<file path="config.mk">
export PLATFORM = sky130hd
export DESIGN_NAME = sub_arb_2req_8b
export DESIGN_NICKNAME = d
export VERILOG_FILES = /design/src/rtl/sub_arb_2req_8b_pkg.sv /design/src/rtl/sub_arb_2req_8b_sub_ovf_nb.sv /design/src/rtl/sub_arb_2req_8b.sv
export SDC_FILE = /design/constraint.sdc
export NUM_CORES = 1
export LEC_CHECK = 0
export CAP_MARGIN = 20
export CORE_UTILIZATION = 40
export DETAILED_ROUTE_END_ITERATION = 6
export HOLD_SLACK_MARGIN = 0.06
export PLACE_DENSITY = 0.8
export SYNTH_ARGS = -nofsm -noshare
export SYNTH_HDL_FRONTEND = slang
export SYNTH_SLANG_ARGS = --single-unit
</file>
<file path="constraint.sdc">
create_clock -name clk -period 3.45 [get_ports clk]
set_clock_uncertainty 0.1 [all_clocks]
set_input_delay 0.345 -clock clk [delete_from_list [all_inputs] [get_ports clk]]
set_output_delay 0.345 -clock clk [all_outputs]
set_load 0.1 [all_outputs]
</file>
<file path="src/rtl/sub_arb_2req_8b_pkg.sv">
// ----------------------------------------------------------------------------
// sub_arb_2req_8b_pkg
// Shared definitions for the two-requester arbitrated subtractor.
//   NBITS_DEFAULT : default operand / result width
//   state_t       : output-slot state (EMPTY = no result held, FULL = held)
// ----------------------------------------------------------------------------
package sub_arb_2req_8b_pkg;

   localparam int NBITS_DEFAULT = 8;

   typedef enum logic {
      ST_EMPTY = 1'b0,
      ST_FULL  = 1'b1
   } state_t;

endpackage : sub_arb_2req_8b_pkg

</file>
<file path="src/rtl/sub_arb_2req_8b_sub_ovf_nb.sv">
// ----------------------------------------------------------------------------
// sub_ovf_nb
// Purely combinational NBITS-wide subtractor with signed overflow flag.
//   in0, in1 : operands
//   diff     : (in0 - in1) mod 2^NBITS
//   ovf      : two's-complement overflow of in0 - in1
// ----------------------------------------------------------------------------
module sub_ovf_nb
   import sub_arb_2req_8b_pkg::*;
#(
   parameter int NBITS = NBITS_DEFAULT
) (
   input  logic [NBITS-1:0] in0,
   input  logic [NBITS-1:0] in1,
   output logic [NBITS-1:0] diff,
   output logic             ovf
);

   assign diff = in0 - in1;

   // Subtraction can only overflow when the operands have opposite signs;
   // it did overflow when the result's sign disagrees with the minuend.
   assign ovf = (in0[NBITS-1] != in1[NBITS-1]) && (diff[NBITS-1] != in0[NBITS-1]);

endmodule : sub_ovf_nb

</file>
<file path="src/rtl/sub_arb_2req_8b.sv">
// ----------------------------------------------------------------------------
// sub_arb_2req_8b
// Two requesters share one subtractor. A round-robin pointer picks between
// them when both are valid; the winner's difference is registered into a
// single-entry output slot (one-cycle latency, full throughput when the
// consumer is always ready).
//   clk, reset                    : clock, asynchronous active-low reset
//   req0_val/rdy/in0/in1          : requester 0 handshake and operands
//   req1_val/rdy/in0/in1          : requester 1 handshake and operands
//   resp_val/rdy                  : result handshake
//   resp_out, resp_ovf, resp_id   : difference, signed overflow, requester id
// ----------------------------------------------------------------------------
module sub_arb_2req_8b
   import sub_arb_2req_8b_pkg::*;
#(
   parameter int NBITS = NBITS_DEFAULT
) (
   input  logic             clk,
   input  logic             reset,

   input  logic             req0_val,
   output logic             req0_rdy,
   input  logic [NBITS-1:0] req0_in0,
   input  logic [NBITS-1:0] req0_in1,

   input  logic             req1_val,
   output logic             req1_rdy,
   input  logic [NBITS-1:0] req1_in0,
   input  logic [NBITS-1:0] req1_in1,

   output logic             resp_val,
   input  logic             resp_rdy,
   output logic [NBITS-1:0] resp_out,
   output logic             resp_ovf,
   output logic             resp_id
);

   // State
   state_t           r_state;
   logic             r_prio;     // requester preferred when both are valid
   logic [NBITS-1:0] r_out;
   logic             r_ovf;
   logic             r_id;

   // Combinational
   logic             w_gnt0;
   logic             w_gnt1;
   logic             w_slot_free;
   logic             w_accept;
   logic             w_resp_xfer;
   logic [NBITS-1:0] w_op0;
   logic [NBITS-1:0] w_op1;
   logic [NBITS-1:0] w_diff;
   logic             w_ovf;

   // Grant: a lone valid requester always wins; a tie goes to r_prio.
   always_comb begin
      // NOTE: every output of this block gets a default first so no path
      // through the case can leave a value unassigned and infer a latch.
      w_gnt0 = 1'b0;
      w_gnt1 = 1'b0;
      case ({req1_val, req0_val})
         2'b01:   w_gnt0 = 1'b1;
         2'b10:   w_gnt1 = 1'b1;
         2'b11: begin
            if (r_prio) w_gnt1 = 1'b1;
            else        w_gnt0 = 1'b1;
         end
         default: ;
      endcase
   end

   // The slot can take a new result if it is empty or its content leaves
   // this same cycle.
   assign w_slot_free = (r_state == ST_EMPTY) || resp_rdy;

   // Reset gating keeps both ready lines low while reset is asserted, even
   // though the slot then reads as EMPTY.
   assign req0_rdy = reset & w_slot_free & w_gnt0;
   assign req1_rdy = reset & w_slot_free & w_gnt1;

   // A ready line is only ever high together with its own valid.
   assign w_accept    = req0_rdy | req1_rdy;
   assign w_resp_xfer = resp_val & resp_rdy;

   // Operand mux follows the grant; the id of the winner is w_gnt1.
   assign w_op0 = w_gnt1 ? req1_in0 : req0_in0;
   assign w_op1 = w_gnt1 ? req1_in1 : req0_in1;

   sub_ovf_nb #(
      .NBITS (NBITS)
   ) u_sub (
      .in0  (w_op0),
      .in1  (w_op1),
      .diff (w_diff),
      .ovf  (w_ovf)
   );

   always_ff @(posedge clk or negedge reset) begin
      if (!reset) begin
         // NOTE: the result registers are reset too, because the result
         // outputs must read zero while reset is held.
         r_state <= ST_EMPTY;
         r_prio  <= 1'b0;
         r_out   <= '0;
         r_ovf   <= 1'b0;
         r_id    <= 1'b0;
      end else if (w_accept) begin
         // NOTE: non-blocking assignments so every register samples the
         // pre-edge values, independent of statement order.
         r_state <= ST_FULL;
         r_out   <= w_diff;
         r_ovf   <= w_ovf;
         r_id    <= w_gnt1;
         r_prio  <= ~w_gnt1;   // the other requester wins the next tie
      end else if (w_resp_xfer) begin
         r_state <= ST_EMPTY;
      end
   end

   assign resp_val = (r_state == ST_FULL);
   assign resp_out = r_out;
   assign resp_ovf = r_ovf;
   assign resp_id  = r_id;

endmodule : sub_arb_2req_8b

</file>
==> metrics, run 1 <==
status completed; Most used DFF post-synth dfrtp_1; simple-gate share of the synthesized area a little over an eighth; Post-Syn Nets between 100 and 150; first-pass GRT wire length between 3 and 4 mm; Worst Path Max Fanout 8; register bit count reported by yosys 12; Chip Width 51.7 um; via count 929; cell taking the most area after synthesis dfrtp_1; Die H 51.7 um; final hold vios 0; latest clock arrival within the worst-skew pair 0.26 ns; total track usage 17.9%; area grow syn2layout 55.4%; slew margin rel. between 30% and 40%; Post-route DRC 0; fin crit share 84.1%; area of the core 0.00228 mm^2; PwrDens 611 mW/mm^2; critical path type primary input to flop; commonest non-fill, non-tap cells in the layout clkdlybuf4s50_1 (47), dfrtp_1 (12), nand2_1 (11); DR WL/cell 12.4 um; critical path launch point req0_val; Cells after DPL 178; complex-gate fraction of the synthesized area 19.4%; Worst Reg-to-Reg Cells 11; sequential share of the synthesized area 30.4%; Hold WC Path Type primary input to asynchronous set/reset pin; CP arrival 2.92 ns; max-slew violations 0; adder-cell share of the synthesized area approximately 11%; Routed WL between 2 and 2.5 mm; die area 0.00267 mm^2; Initial Util 43.4%; VDD IR-drop max 0.577 mV; syn avg cell area 9.77 um^2; Worst Max-Slew Pin Slew 0.978 ns; DRT iter0 DRCs 17; worst flop-to-flop path startpoint r_prio; Synth area leaders dfrtp_1 (30%), ha_1 (8.9%), mux2i_1 (8.1%); EDFF count, synth 0; CTS resizes 0; Post-CTS Setup Inserts 0; synthesized area 987 um^2; leakage power of the design 0.670 nW; asr flop ratio synth 100%; Crit. End Element flop; top cell type's share of synthesized area 30.4%; Max Clk Rate 345 MHz; Worst EP required 3.47 ns; TritonCTS clock tree done; Synth Instances roughly 100; type of origin of the critical path primary input; Placed Area 0.00151 mm^2; CTS root buffer clkbuf_4; hpwl dp approximately 1.9 mm; gpl congestion around 0.82; CTS Sinks 12; I/O pin cnt 50; CTS Buffer Depth 2; area share of xor/xnor cells in the synthesized design under 10%; DR pass1 iterations 4; post-layout net count 200; number of synthesis warnings 0; vias per std cell roughly 5.1; commonest non-fill, non-tap cell in the layout clkdlybuf4s50_1; Critical Path End resp_out[6]; ANT nets after route 0; vias in the first global route ~840; mux contribution to synthesized area 17.2%; r2r setup slk between 0.7 and 0.8 ns; final instance area 0.00153 mm^2; total gr overflow 0; Placement Rows 17; ant diodes 0; IO Port Bufs 49; CTS Hold Bufs 0; initial antenna violation count 0; H-tree depth 1; RSZ-0062 raised after global routing no; RR Endpoint resp_out[6]; Yosys cell types 35; maxcap violations 0; largest net degree at the start of global routing 20; Filler cells 194; CTS buffer count 3; Final min period between 2 and 3 ns; Final setup violation count 0; Final TNS setup 0 ns; Cell Count, Final, Fillers Out 181; share of cells above drive strength 1 14.4%; Reg clk slew, reported paths 0.07 ns; largest family of logic cells by synthesized area compound AO/OA/AOI/OAI gates
## synth_stat cells, drive strengths merged, types with 3 or more instances
master  instances
a21oi           6
xnor2           4
nor2            4
nand2b          3
inv             3
nand2          11
o21ai          10
dfrtp          12
buf             3
ha              7
mux2            8
mux2i           8
a211oi          3
## metal layers
layer | GRT usage (%) | part of all wire, % | vias up
met1 | 23.3 | 45 | 421
met2 | 31.0 | 49 | 32
met5 | 0 | 0 | -
met4 | 5.41 | 0.85 | 0
met3 | 1.75 | 4.2 | 2
li1 | - | - | 474
## through the flow
stage | util (%) | worst slack (ns) | hold WS (ns) | total power [mW]
final | 67.4 | 0.549 | 0.223 | 0.937
after global routing | 67.4 | 0.424 | 0.225 | 0.985
after CTS | 67.4 | 0.528 | 0.223 | 0.944
after detailed placement | 66.4 | 0.255 | 0.373 | 0.858
after global placement | 66.4 | 0.336 | 0.367 | 0.850
after floorplan | - | 0.577 | -0.0506 | 0.691
## kinds of logic after synthesis
group	Yosys count
AO/OA/AOI/OAI	29
XOR/XNOR	6
adder cells (fa/ha/maj)	8
buffers and inverters	6
flip-flops	12
multiplexers	16
AND/OR/NAND/NOR	24
## worst min-delay path by stage
stage	end	slack [ns]	cells after the start
2_1_floorplan	r_prio	-0.05	0
3_3_place_gp	resp_out[0]	0.37	2
3_5_place_dp	resp_out[0]	0.37	2
4_1_cts	resp_out[7]	0.22	1
5_1_grt	resp_ovf	0.23	1
6_report	resp_id	0.22	1
## worst max-delay path: stages
cell and delay [ns]:
clkdlybuf4s50_1 0.54, inv_2 0.06, o21ai_2 0.12, buf_4 0.19, mux2i_1 0.23, ha_1 0.18, inv_1 0.06, fa_1 0.39
a21o_1 0.19, a31o_1 0.22, a21oi_1 0.16, xor2_1 0.16, o21ai_1 0.07
## state kept, by name (all words and copies together) (netlist names)
signal,count
resp_val,1
resp_id,1
r_prio,1
resp_out,8
resp_ovf,1
## cell type report
class	instances	area [um^2]	share of cell area [%]
clock buffers	3	22.5	1.47
inverters	3	11.3	0.734
multi-input cells	83	657	42.8
flip-flops and latches	12	300	19.6
well taps	28	35.0	2.28
repair buffers	52	508	33.1
## where the power goes
group	internal (mW)	switching, mW	total, mW
registers	0.184	0.0271	0.211
clock network	0.0402	0.0429	0.0831
logic	0.199	0.444	0.643
Power figures use the tool's default switching activity.
==> run 2: changes to the inputs <==
- clock period: 3.45 -> 3 ns (I/O delays scaled with it)
==> metrics, run 2 (synthesis gave the netlist of run 1 again) <==
Worst Path Max Fanout 8 (unchanged); DR WL/cell 12.8 um (+3.4%); DR pass1 iterations 4 (unchanged); CTS Buffer Depth 2 (unchanged); share of cells above drive strength 1 25.9% (+12 points); area of the core 0.00228 mm^2 (unchanged); PwrDens 703 mW/mm^2 (+15%); final hold vios 0 (unchanged); ant diodes 0 (unchanged); Placement Rows 17 (unchanged); CP arrival 2.85 ns (-0.07 ns); I/O pin cnt 50 (unchanged); Routed WL 2.43 mm (+8.5%); CTS root buffer clkbuf_4; vias per std cell 5.27 (+2.7%); Reg clk slew, reported paths 0.08 ns (about the same); Int Pwr 0.520 mW (+23%); CTS Sinks 12 (unchanged); largest net degree at the start of global routing 20 (unchanged); H-tree depth 1 (unchanged); Sw Share 54.0% (-0.86 points); post-layout net count 208 (+4.0%); ANT nets after route 0 (unchanged); CTS resizes 0 (unchanged); VDD IR-drop max 0.550 mV (-4.6%); Crit. End Element flop; CTS Hold Bufs 0 (unchanged); Seq pwr share 21.7% (-0.8 points); Final setup violation count 0 (unchanged); fin crit share 93.5%; hold_ws 0.140 ns (-0.0834 ns); maxcap violations 0 (unchanged); Final min period between 2 and 3 ns; Post-CTS Setup Inserts 0 (unchanged); via count 1002 (+7.9%); Final TNS setup 0 ns (unchanged); Post-route DRC 0 (unchanged); RSZ-0062 raised after global routing no; commonest non-fill, non-tap cell in the layout clkdlybuf4s50_1; final instance area 0.00161 mm^2 (+4.6%); Filler cells 173 (-11%); leakage power of the design 0.734 nW (+9.6%); commonest non-fill, non-tap cells in the layout clkdlybuf4s50_1 (36), buf_4 (22), dfrtp_1 (12); area grow syn2layout 62.6%; type of origin of the critical path primary input; Clk network pwr share 11.6% (+2.7 points); status completed; Initial Util 43.4% (unchanged); flip-flop count of the largest register after layout 8 (unchanged); vias in the first global route 1013 (+20%); Hold WC Path Type primary input to asynchronous set/reset pin; Chip Width 51.7 um (unchanged); total track usage 20.2% (+2.4 points); CTS buffer count 3 (unchanged); Placed Area 0.00157 mm^2 (+3.8%); die area 0.00267 mm^2 (unchanged); IO Port Bufs 49 (unchanged); total gr overflow 0 (unchanged); max-slew violations 0 (unchanged); gpl congestion 0.857 (+4.9%); latest clock arrival within the worst-skew pair 0.28 ns (+0.02 ns); Combinational Power Share 66.7% (-1.9 points); TritonCTS clock tree done; Die H 51.7 um (unchanged); hpwl dp 2.11 mm (+12%); Max Clk Rate 356 MHz; DRT iter0 DRCs 14 (-3); initial antenna violation count 0 (unchanged); Worst Max-Slew Pin Slew 0.722 ns (-0.255 ns); slew margin rel. 51.8% (+17 points); critical path type primary input to flop; Psw 0.610 mW (+19%); first-pass GRT wire length 4.06 mm (+13%); Worst EP required 3.04 ns (-0.43 ns)
## run 2: cell types whose count changed in the layout (fill, tap and decap cells not counted)
| cell | previous run | this run |
|---|---|---|
| clkdlybuf4s50_1 | 47 | 36 |
| buf_12 | 0 | 2 |
| buf_4 | 5 | 22 |
| clkbuf_8 | 0 | 1 |
## run 2: per-layer routing
layer	global-route usage (%)	share of wire, %
met3	1.17	4.0
met5	0	0
met1	22.1	40
met4	9.01	1.2
met2	39.4	55
## run 2: cell type report
type | count | area, um^2 | area share (%)
Multi-Input combinational cell | 83 | 657 | 40.9
Tap cell | 28 | 35.0 | 2.18
Inverter | 3 | 11.3 | 0.701
Timing Repair Buffer | 60 | 566 | 35.2
Clock buffer | 4 | 36.3 | 2.26
Sequential cell | 12 | 300 | 18.7
## run 2: path summary, 6_finish.rpt
kind	start	end	slack [ns]	cells past startpoint
min in group clk	resp_out[0]	resp_out[0]	0.40	2
setup reg to reg	r_prio	resp_out[6]	0.29	11
hold / removal	reset	r_prio	0.14	1
max in group asynchronous	reset	resp_out[4]	2.26	2
hold reg to reg	resp_out[0]	resp_out[0]	0.40	2
setup / recovery	req0_val	resp_out[6]	0.19	13
## run 2: power by group through the flow
stage	Combinational, mW	Sequential (mW)	Clock [mW]
after floorplan	0.211	0.584	0
after global placement	0.745	0.244	0
after detailed placement	0.755	0.249	0
after CTS	0.757	0.246	0.136
after global routing	0.794	0.253	0.142
final	0.753	0.245	0.131
## run 2: critical path: stages
cell,delay (ns)
clkdlybuf4s50_1,0.49
inv_2,0.05
o21ai_2,0.12
buf_4,0.18
mux2i_1,0.21
ha_1,0.19
inv_1,0.05
fa_1,0.40
a21o_1,0.19
a31o_1,0.23
a21oi_1,0.19
xor2_1,0.17
o21ai_1,0.07
## run 2: stage by stage
stage / total power [mW] / setup slack [ns] / utilization, % / std cells
after floorplan: 0.795 / 0.127 / - / 101
after global routing: 1.19 / 0.0721 / 70.5 / 190
after detailed placement: 1.00 / -0.0985 / 68.9 / 186
final: 1.13 / 0.194 / 70.5 / 190
after global placement: 0.989 / 0.00182 / 68.9 / 186
after CTS: 1.14 / 0.188 / 70.5 / 190
